## src/rtl/io_dispatch_pkg.sv

```systemverilog
// Shared I/O definitions for the CPU-side dispatcher and the IOP.
// Holds the function codes, the no-IOP condition code and the dispatcher state encoding.
package io_defs;

   localparam logic [2:0] FNC_SIO = 3'd0;
   localparam logic [2:0] FNC_TIO = 3'd1;
   localparam logic [2:0] FNC_TDV = 3'd2;
   localparam logic [2:0] FNC_HIO = 3'd3;
   localparam logic [2:0] FNC_AIO = 3'd6;

   localparam logic [1:0] CC_NO_IOP = 2'b11;

   typedef enum logic [2:0] {
      ST_IDLE,
      ST_WAIT_BUS,
      ST_ACTIVE,
      ST_RESPOND,
      ST_DRAIN
   } state_t;

   // Codes 4, 5 and 7 have no meaning to the IOP and are rejected up front.
   function automatic logic func_is_valid(input logic [2:0] func);
      case (func)
         FNC_SIO, FNC_TIO, FNC_TDV, FNC_HIO, FNC_AIO: return 1'b1;
         default:                                     return 1'b0;
      endcase
   endfunction

endpackage

```

## src/rtl/io_dispatch.sv

```systemverilog
// Sequences one CPU I/O instruction onto the IOP: validate, take the memory bus,
// hold the IOP active for a per-function cycle count, then return the condition code.
module io_dispatch
   import io_defs::*;
#(
   parameter logic [2:0] IOP_ADDR     = 3'd0,
   parameter int         SIO_CYCLES   = 4,
   parameter int         OTHER_CYCLES = 1
) (
   input  logic       clock,
   input  logic       reset,
   input  logic       cpu_req,
   input  logic [0:2] cpu_func,
   input  logic [0:2] cpu_addr,
   input  logic       cpu_bus_idle,
   output logic       cpu_hold,
   output logic       cpu_ack,
   output logic [0:1] cpu_cc,
   output logic       iop_active,
   output logic [0:2] iop_func,
   output logic [0:2] iop_addr,
   input  logic [0:1] iop_cc
);

   localparam int MAX_CYCLES = (SIO_CYCLES > OTHER_CYCLES) ? SIO_CYCLES : OTHER_CYCLES;
   localparam int CNT_W      = $clog2(MAX_CYCLES + 1);

   localparam logic [CNT_W-1:0] SIO_LOAD   = CNT_W'(SIO_CYCLES - 1);
   localparam logic [CNT_W-1:0] OTHER_LOAD = CNT_W'(OTHER_CYCLES - 1);

   state_t           state;
   logic [CNT_W-1:0] count;

   // Single registered FSM. The counter holds the remaining ACTIVE cycles minus one,
   // so the IOP sees active for exactly the configured number of cycles.
   // A rejected request enters RESPOND with the ack still low and raises it there,
   // which gives the one extra cycle of latency that rejected requests carry.
   always_ff @(posedge clock or negedge reset) begin
      if (!reset) begin
         state      <= ST_IDLE;
         count      <= '0;
         cpu_hold   <= 1'b0;
         cpu_ack    <= 1'b0;
         cpu_cc     <= 2'b00;
         iop_active <= 1'b0;
         iop_func   <= 3'b000;
         iop_addr   <= 3'b000;
      end else begin
         case (state)
            ST_IDLE: begin
               if (cpu_req) begin
                  iop_func <= cpu_func;
                  iop_addr <= cpu_addr;
                  if (!func_is_valid(cpu_func) || (cpu_addr != IOP_ADDR)) begin
                     cpu_cc <= CC_NO_IOP;
                     state  <= ST_RESPOND;
                  end else begin
                     cpu_hold <= 1'b1;
                     state    <= ST_WAIT_BUS;
                  end
               end
            end

            ST_WAIT_BUS: begin
               if (cpu_bus_idle) begin
                  iop_active <= 1'b1;
                  count      <= (iop_func == FNC_SIO) ? SIO_LOAD : OTHER_LOAD;
                  state      <= ST_ACTIVE;
               end
            end

            ST_ACTIVE: begin
               if (count == '0) begin
                  iop_active <= 1'b0;
                  cpu_hold   <= 1'b0;
                  cpu_cc     <= iop_cc;
                  cpu_ack    <= 1'b1;
                  state      <= ST_RESPOND;
               end else begin
                  count <= count - CNT_W'(1);
               end
            end

            ST_RESPOND: begin
               if (cpu_ack) begin
                  cpu_ack <= 1'b0;
                  state   <= ST_DRAIN;
               end else begin
                  cpu_ack <= 1'b1;
               end
            end

            ST_DRAIN: begin
               if (!cpu_req) begin
                  state <= ST_IDLE;
               end
            end

            default: begin
               state <= ST_IDLE;
            end
         endcase
      end
   end

endmodule

```

## config.mk

```make
export PLATFORM = sky130hd
export DESIGN_NAME = io_dispatch
export DESIGN_NICKNAME = d
export VERILOG_FILES = /design/src/rtl/io_dispatch_pkg.sv /design/src/rtl/io_dispatch.sv
export SDC_FILE = /design/constraint.sdc
export NUM_CORES = 1
export LEC_CHECK = 0
export ABC_CLOCK_PERIOD_IN_PS = 1950
export BUFFER_PORTS_ARGS = -buffer_cell sky130_fd_sc_hd__buf_2
export CORE_MARGIN = 4
export CORE_UTILIZATION = 45
export DETAILED_ROUTE_END_ITERATION = 10
export HOLD_SLACK_MARGIN = 0.08
export MAX_ROUTING_LAYER = met4
export PLACE_DENSITY = 0.7
export SKIP_LAST_GASP = 1
export SLEW_MARGIN = 20
export SYNTH_ARGS = -nofsm -noshare
export SYNTH_HDL_FRONTEND = slang
export SYNTH_SLANG_ARGS = --single-unit
```

## constraint.sdc

```tcl
create_clock -name clock -period 1.95 [get_ports clock]
set_input_delay 0.0975 -clock clock [delete_from_list [all_inputs] [get_ports clock]]
set_output_delay 0.0975 -clock clock [all_outputs]
set_load 0.01 [all_outputs]
```

### Word level (Yosys, flattened, before mapping)

Index checks and enable logic that the tools add are counted.

* register bits after elaboration: 17
* logic and storage cells: 70
* input port bits: 12

* eq/ne operators: 16
* mux-type cells: 27
* add/sub/neg operators: 1
* reduce and logical (&&, ||, !) cells: 18

Operators with widths (count)
* 2-to-1 mux 3 bit: 7
* != test 2 bit (second input constant): 8
* one-hot mux 3 bit (5 select lines): 1
* equality test 3 x 2 -> 1 bit (second input constant): 4
* zero test 3 bit: 4
* 2-to-1 mux 2 bit: 5
* 2-to-1 mux 1 bit: 9
* AND reduction 4 bit: 2
* equality test 3 x 1 -> 1 bit (second input constant): 2
* equality test 3 bit (second input constant): 2
* one-hot mux 1 bit (2 select lines): 3
* one-hot mux 3 bit (2 select lines): 1
* AND reduction 3 bit: 2
* nonzero test 2 bit: 3
* AND reduction 5 bit: 1
* OR reduction 5 bit: 1
* one-hot mux 2 bit (2 select lines): 1
* AND reduction 2 bit: 2
* nonzero test 3 bit: 1
* subtractor 3 x 1 -> 3 bit (second input constant): 1
* zero test 1 bit: 1
* logical OR 1 bit: 1

### Depth between registers and ports, before layout

Gate-level depths: netlist of the first run.

* depth in word-level cells: 10
* depth in mapped cells: 6

### Least setup slack after synthesis of the first run

Ideal clock, no wire load.

* path type: reg-to-reg
* start: reg state[1]
* end: reg iop_addr[0] in the netlist's numbering
* stages on the path, launching flop included: 4
* data required time: 1825 ps
* arrival: 1234 ps
* path buffers: 1
* clock period less this slack: 1359 ps
* setup slack: 591 ps
* path through: dfrtp_1 > buf_6 > nor3_2 > mux2_2

* cells in the longest elaborated chain, start to end: 2

Ends and longest elaborated chain
* start, declared: line io_dispatch.sv:31 `state_t state;`
* start signal, assigned: line io_dispatch.sv:40 `state <= ST_IDLE;`
* start signal, assigned: line io_dispatch.sv:56 `state <= ST_RESPOND;`
* start signal, assigned: line io_dispatch.sv:59 `state <= ST_WAIT_BUS;`
* zero test 3 bit: line io_dispatch.sv:49 `case (state)`
* AND reduction 2 bit (no line)
* end signal, assigned: line io_dispatch.sv:53 `iop_addr <= cpu_addr;`
* end, declared: line io_dispatch.sv:21 `output logic [0:2] iop_addr,`

No other way between the ends.
A chain may end at the register's enable or synchronous reset.

### Worst setup path after layout of the first run

* start: in cpu_func[2] in the netlist's numbering
* end: reg cpu_hold

* cells in the longest elaborated chain, start to end: 9

Ends and longest elaborated chain
* start, declared: line io_dispatch.sv:13 `input logic [0:2] cpu_func,`
* equality test 3 x 1 -> 1 bit, or another cell as far along: line io_dispatch_pkg.sv:23 `case (func)`
* OR reduction 5 bit *: line io_dispatch_pkg.sv:23
* 2-to-1 mux 1 bit *: line io_dispatch_pkg.sv:23
* 2-to-1 mux 1 bit *: line io_dispatch.sv:51 `if (cpu_req) begin`
* 2-to-1 mux 1 bit *: line io_dispatch.sv:49
* zero test 1 bit *: line io_dispatch.sv:54 `if (!func_is_valid(cpu_func) || (cpu_addr != IOP_ADDR)) begin`
* logical OR 1 bit *: line io_dispatch.sv:54
* != test 2 bit (no line) *
* AND reduction 4 bit (no line) *
* end signal, assigned: line io_dispatch.sv:42 `cpu_hold <= 1'b0;`
* end signal, assigned: line io_dispatch.sv:58 `cpu_hold <= 1'b1;`
* end signal, assigned: line io_dispatch.sv:75 `cpu_hold <= 1'b0;`
* end, declared: line io_dispatch.sv:16 `output logic cpu_hold,`

Every way passes the cells marked *; elsewhere a longest branch is shown, timed or not. The select of a mux whose other input is x is not followed.

==> impl_metrics.json, run 1 <==
{
  "status": "complete, no violations",
  "peakVddDrop_uv": 714,
  "die-area_um2": 2750,
  "drtPass1Iterations": 4,
  "cts_hold_buf": 9,
  "cp_max_fo": 3,
  "synthTopCellsByArea": "dfrtp_1 48%, mux2_2 7.6%, nor2_1 4.7%, nand2b_4 3.1%, mux4_1 3.0%",
  "final_cell_mix": "22 x buf_2, 17 x dfrtp_1, 11 x nor2_1, 9 x dlygate4sd3_1, 6 x mux2_2",
  "synth_warnings": 0,
  "grt_pass1_vias": 684,
  "rsz0062_at_grt": "false",
  "reg2reg_depth": 2,
  "drt_iter0_drc": 11,
  "worstSetupStartpointType": "input port",
  "vias": 726,
  "vias_per_cell": 5.26,
  "endpoint_kind": "flip-flop",
  "slew_violations": 0,
  "nNetsFinal": 128,
  "dieWidth_um": 52.4,
  "instances_no_fill": 138,
  "num_rows": 15,
  "combPwrFrac_pct": 49.7,
  "netlist_area_um2": 887,
  "slowest_delay_ps": 530,
  "dp_hpwl_mm": 1.34,
  "antenna_found_initial": 0,
  "die_h_um": 52.4,
  "setup_tns_ps": 0,
  "wl_per_cell_um": 13.2,
  "tightest_slew_ps": 494,
  "cts_setup_buffers": 0,
  "finClkSkew_ps": 3.23,
  "path_cells": "dlygate4sd3_1, buf_2, nand2b_1, a2111o_1, o41ai_2",
  "drc": 0,
  "avgSynthCellArea_um2": 11.1,
  "htreeDepth": 1,
  "fillers": 157,
  "final_common_cell": "buf_2",
  "clkTransAtPathRegs_ps": 100,
  "yosysSeqAreaShare_pct": 48.0,
  "n_antenna_cell": 0,
  "timing.hold.ws_ps": 122,
  "grt_pass1_wl_mm": 3.08,
  "ant_nets": 0,
  "swShare_pct": 40.0,
  "gp_congestion": 0.910,
  "relSlewSlack_pct": 66.9,
  "finalHoldViolCount": 0,
  "grt_max_degree": 18,
  "cts_max_path_buffers": 2,
  "cts_resized": 0,
  "core_area_um2": 1800,
  "worst_ep_arrival_time_ps": 1700,
  "path_class": "input port to flip-flop",
  "portBuffers": 22,
  "hold_depth": 3,
  "ys_ff_latch": 17,
  "period_needed_ps": 1520,
  "ys_types": 29,
  "cts_tree": "built",
  "power_density_nw_per_um2": 1510,
  "timing.fmax_ghz": 0.658,
  "drive_gt1_share_pct": 34.5,
  "intPower_w": 0.00102,
  "cpMaxStageDelayCell": "dlygate4sd3_1",
  "p_clk_share_pct": 11.0,
  "setup_viol": 0,
  "net-switching-power_w": 0.000679,
  "cts_num_sinks": 17,
  "syn-num-nets": 94,
  "drv_cap": 0,
  "num_io_pins": 23,
  "numCtsBuffers": 3,
  "insertion_delay_ps": 280,
  "min_path_type": "input port to flip-flop",
  "p_seq_share_pct": 39.3,
  "netlist_instances": 80,
  "areaGrowthSynthToFinish_pct": 26.5,
  "synth_top_area_share_pct": 48.0,
  "worst_ep_required_time_ps": 2130,
  "dp.cells": 125,
  "wl_mm": 1.82,
  "cts_root_buf": "clkbuf_4",
  "p_leak_nw": 0.511,
  "grtUsageTotal_pct": 16.0,
  "fin_crit_sh_pct": 78.0,
  "start_util_pct": 49.2,
  "yosys.area.top_type": "dfrtp_1",
  "gr-total-overflow": 0
}
## cells by family (layout without fill, tap and decap cells)
kind of cell,after synthesis,after routing,synth area share (%)
adders and majority gates,2,2,2.82
AOI/OAI and AO/OA,16,16,13.7
DFF,17,17,48.0
and+or+nand+nor,30,30,18.8
buffers and inverters,7,40,5.08
muxes,8,8,11.7
## cell usage after synthesis, drive strengths merged
cell type,number
a21oi,4
mux2i,1
nand2b,5
inv,4
and2b,1
ha,2
a22oi,1
or3,2
nor2b,1
a221oi,1
o22ai,1
a311oi,1
buf,3
a31oi,1
mux2,6
dfrtp,17
nor3,5
o21ai,3
mux4,1
nand2,5
o21bai,1
nor2,11
o31a,1
a2111o,1
o41ai,1
## per-stage QoR
stage	setup WS [ps]	area, um^2	utilization [%]	power (W)
final	429	1120	62.3	0.00170
after global routing	352	1120	62.3	0.00185
after CTS	436	1120	62.3	0.00171
after detailed placement	451	1010	55.8	0.00150
after global placement	464	1010	55.8	0.00148
after floorplan	591	887	-	0.00129
## cell type report
cell class	instances	area, um^2	share of cell area [%]
repair buffers	32	208	18.5
flip-flops and latches	17	425	37.9
multi-input cells	56	417	37.1
inverters	4	15.0	1.34
clock buffers	4	26.3	2.34
well taps	25	31.3	2.79
## worst max-delay path: cells and delay by family
| kind | cells | cell delay, ps |
|---|---|---|
| buffers and inverters | 2 | 650 |
| AO/OA/AOI/OAI | 2 | 820 |
| AND/OR/NAND/NOR | 1 | 130 |
## registers in the layout, summed over array words and instances (netlist names)
signal      cells
count           3
cpu_ack         1
cpu_cc          2
cpu_hold        1
iop_active      1
iop_addr        3
iop_func        3
state           3
## power by group through the flow
stage / Sequential, W / Clock [W] / Combinational [W]
2_1_floorplan: 0.000672 / 0 / 0.000621
3_3_place_gp: 0.000662 / 0 / 0.000818
3_5_place_dp: 0.000670 / 0 / 0.000829
4_1_cts: 0.000665 / 0.000196 / 0.000848
5_1_grt: 0.000698 / 0.000220 / 0.000937
6_report: 0.000667 / 0.000186 / 0.000843
## final timing paths
| check | from | endpoint | slack (ps) |
|---|---|---|---|
| setup reg to reg | state[1] | iop_func[1] | 450 |
| hold reg to reg | count[0] | count[0] | 510 |
| hold / removal | cpu_bus_idle | state[1] | 120 |
| min in group asynchronous | reset | count[2] | 240 |
| setup / recovery | cpu_func[2] | cpu_hold | 430 |
| max in group asynchronous | reset | iop_func[2] | 1440 |
## metal layers
layer,vias up,routed length (um),GRT usage [%]
met4,0,9,5.11
met3,2,96,3.42
met1,348,844,20.9
met5,-,0,-
li1,350,-,-
met2,26,870,24.8
No activity file was read; power rests on OpenSTA's default activity.
==> run 2: changes to the inputs <==
--- a/config.mk
+++ b/config.mk
@@ -5,14 +5,15 @@
 export SDC_FILE = /design/constraint.sdc
 export NUM_CORES = 1
 export LEC_CHECK = 0
-export ABC_CLOCK_PERIOD_IN_PS = 1950
+export ABC_AREA = 1
+export ABC_CLOCK_PERIOD_IN_PS = 1350
 export BUFFER_PORTS_ARGS = -buffer_cell sky130_fd_sc_hd__buf_2
 export CORE_MARGIN = 4
 export CORE_UTILIZATION = 45
 export DETAILED_ROUTE_END_ITERATION = 10
 export HOLD_SLACK_MARGIN = 0.08
 export MAX_ROUTING_LAYER = met4
-export PLACE_DENSITY = 0.7
+export PLACE_DENSITY = 0.72
 export SKIP_LAST_GASP = 1
 export SLEW_MARGIN = 20
 export SYNTH_ARGS = -nofsm -noshare
==> constraint.sdc (replaced) <==
create_clock -name clock -period 1.35 [get_ports clock]
set_input_delay 0.0675 -clock clock [delete_from_list [all_inputs] [get_ports clock]]
set_output_delay 0.0675 -clock clock [all_outputs]
set_load 0.01 [all_outputs]
==> run 2 against run 1 <==
  * The run now ends with negative setup slack left
  * Critical path type is now flip-flop to flip-flop
  * Flip-flop and latch count stayed put
  * Critical endpoint is now cpu_cc[1]
  * Clock skew is 2.4 ps lower
  * First-iteration DRC count grew to 2.5 times the previous value
  * Critical path depth is 2 higher
  * Clock-buffer cell count stayed put
  * Wire length is 44% higher
==> impl_metrics.json, run 2 <==
{
  "cts_num_sinks": 17,
  "dieWidth_um": 53.1,
  "core_area_um2": 1940,
  "fin_crit_sh_pct": 107,
  "fillers": 146,
  "synth_top_cells_by_count": "41 x nand2_1, 17 x dfrtp_1, 13 x inv_1, 13 x nand3_1, 7 x o21ai_1",
  "antenna_found_initial": 0,
  "ys_ff_latch": 17,
  "routed-wl-met3_um": 58,
  "period_needed_ps": 1440,
  "tightest_slew_ps": 397,
  "worst_ep_arrival_time_ps": 1630,
  "rr_endpoint": "cpu_cc[1]",
  "power_density_nw_per_um2": 2570,
  "cts_tree": "built",
  "grt_pass1_vias": 874,
  "wl_mm": 2.63,
  "drtPass1Iterations": 4,
  "n_antenna_cell": 0,
  "vias": 963,
  "numCtsBuffers": 3,
  "seq_area_um2": 428,
  "hold_depth": 4,
  "cts_root_buf": "clkbuf_4",
  "wl_met2_mm": 1.39,
  "timing.fmax_ghz": 0.694,
  "netlist_area_um2": 917,
  "drive_gt1_share_pct": 45.3,
  "drt_iter0_drc": 28,
  "ys_types": 20,
  "synth_top_flop_cell": "dfrtp_1",
  "dp_hpwl_mm": 1.43,
  "instances_no_fill": 197,
  "gr-total-overflow": 0,
  "num_rows": 16,
  "areaGrowthSynthToFinish_pct": 52.9,
  "wl_per_cell_um": 13.3,
  "violations": "negative setup slack",
  "layout_setup_ws_ps": -91.7,
  "final_area_um2": 1400,
  "worstSetupStartpointType": "flip-flop",
  "finalPower_w": 0.00361,
  "final_common_cell": "nand2_1",
  "clkTransAtPathRegs_ps": 100,
  "min_path_type": "input port to flip-flop",
  "start_util_pct": 47.2,
  "portBuffers": 22,
  "syn-num-nets": 133,
  "path_class": "flip-flop to flip-flop",
  "htreeDepth": 1,
  "drc": 0,
  "cp_max_fo": 6,
  "dp.cells": 172,
  "peakVddDrop_uv": 1560,
  "die_h_um": 53.1,
  "yosys.area.top_type": "dfrtp_1",
  "finalHoldViolCount": 0,
  "status": "finished, violations left",
  "rsz0062_at_grt": "true",
  "insertion_delay_ps": 280,
  "netlist_instances": 119,
  "vias_per_cell": 4.89,
  "endpoint_kind": "flip-flop",
  "gp_congestion": 0.899,
  "drv_cap": 0,
  "die-area_um2": 2820,
  "m1WireLength_mm": 1.14,
  "grtUsageTotal_pct": 18.2,
  "top_layer": "met4",
  "slew_violations": 0,
  "grt_max_degree": 18,
  "cts_max_path_buffers": 2,
  "avgSynthCellArea_um2": 7.71,
  "yosysSeqAreaShare_pct": 46.4,
  "hold_start": "iop_cc[0]",
  "relSlewSlack_pct": 73.5,
  "nNetsFinal": 185,
  "setup_viol": 5,
  "ant_nets": 0,
  "synthTopCellsByArea": "dfrtp_1 46%, nand2_1 17%, nand3_1 7.1%, inv_1 5.3%, o21ai_1 3.8%",
  "synth.most_common_cell": "nand2_1",
  "place_area_um2": 1090,
  "p_leak_nw": 0.743,
  "r2r_setup_slack_ps": -90,
  "worst_ep_required_time_ps": 1530,
  "min_to": "cpu_cc[0]",
  "r2r-start": "state[1]",
  "num_io_pins": 23,
  "final_cell_mix": "30 x nand2_1, 22 x buf_2, 16 x buf_4, 15 x dfrtp_1",
  "synth_top_area_share_pct": 46.4,
  "finClkSkew_ps": 0.859,
  "synth_edf_count": 0,
  "grt_pass1_wl_mm": 3.59,
  "reg2reg_depth": 7,
  "multi_input_area_um2": 524,
  "async_reset_ff_share_pct": 100,
  "synth_warnings": 0
}
==> run 2: cell count changes after synthesis, sizes merged, moves of 3 or more <==
cell    before  now
inv          4   15
mux2         6    0
nand2        5   42
nand2b       5    0
nand3        0   13
nor3         5    2
o21ai        3   10
==> run 2: through the flow <==
stage          util [%]  setup TNS [ps]  setup slack, ps  hold WS (ps)
2_1_floorplan         -               0             89.8          -228
3_3_place_gp       56.0               0             14.3          10.4
3_5_place_dp       56.0           -5.24            -2.09          9.34
4_1_cts            63.2               0             11.1           103
5_1_grt            72.2            -597             -132           134
6_report           72.2            -174            -91.7           115
==> run 2: worst max path at each step <==
stage | startpoint | end | depth (start not counted) | slack, ps
2_1_floorplan | count[0] | cpu_hold | 9 | 90
3_3_place_gp | state[2] | count[0] | 7 | 10
3_5_place_dp | state[2] | count[1] | 7 | -2
4_1_cts | state[2] | count[0] | 7 | 10
5_1_grt | state[1] | cpu_cc[1] | 7 | -130
6_report | state[1] | cpu_cc[1] | 7 | -90
==> run 2: cell families after synthesis <==
logic type               synth area share [%]
AO/OA/AOI/OAI                            7.37
AND/OR/NAND/NOR                          35.2
flip-flops                               46.4
adder cells (fa/ha/maj)                  2.73
XOR/XNOR                                0.955
buffers and inverters                    7.37
==> run 2: area by class of cell <==
class                           count  share of cell area, %
Multi-Input combinational cell     86                   37.4
Sequential cell                    17                   30.5
Timing Repair Buffer               48                   23.6
Inverter                           15                   4.19
Tap cell                           27                   2.41
Clock buffer                        4                   1.87
==> run 2: what timing repair did <==
action                                  CTS  global route
endpoints found under the setup margin    3            15
setup buffers                             3             9
hold buffers                              9             0
endpoints found under the hold margin    24             0
resized for setup                         1            35
pin swaps                                 0             9
==> run 2: per-layer routing <==
metal	GRT usage (%)	vias to the layer above
met1	21.4	456
met5	-	-
met2	28.7	22
met3	3.66	6
met4	10.6	0
li1	-	479
==> run 2: worst max-delay path, stage by stage, from the launching register on <==
cell	delay, ps
dfrtp_1	440
inv_2	100
nor2_4	180
nand2_4	90
buf_4	140
or2_0	210
nand3_1	110
nand2_1	60
==> run 2: where the power goes <==
group / total, W / internal [W] / switching [W]
clock: 0.000272 / 0.000115 / 0.000157
sequential: 0.000986 / 0.000763 / 0.000223
combinational: 0.00235 / 0.00102 / 0.00133
total: 0.00361 / 0.00190 / 0.00171
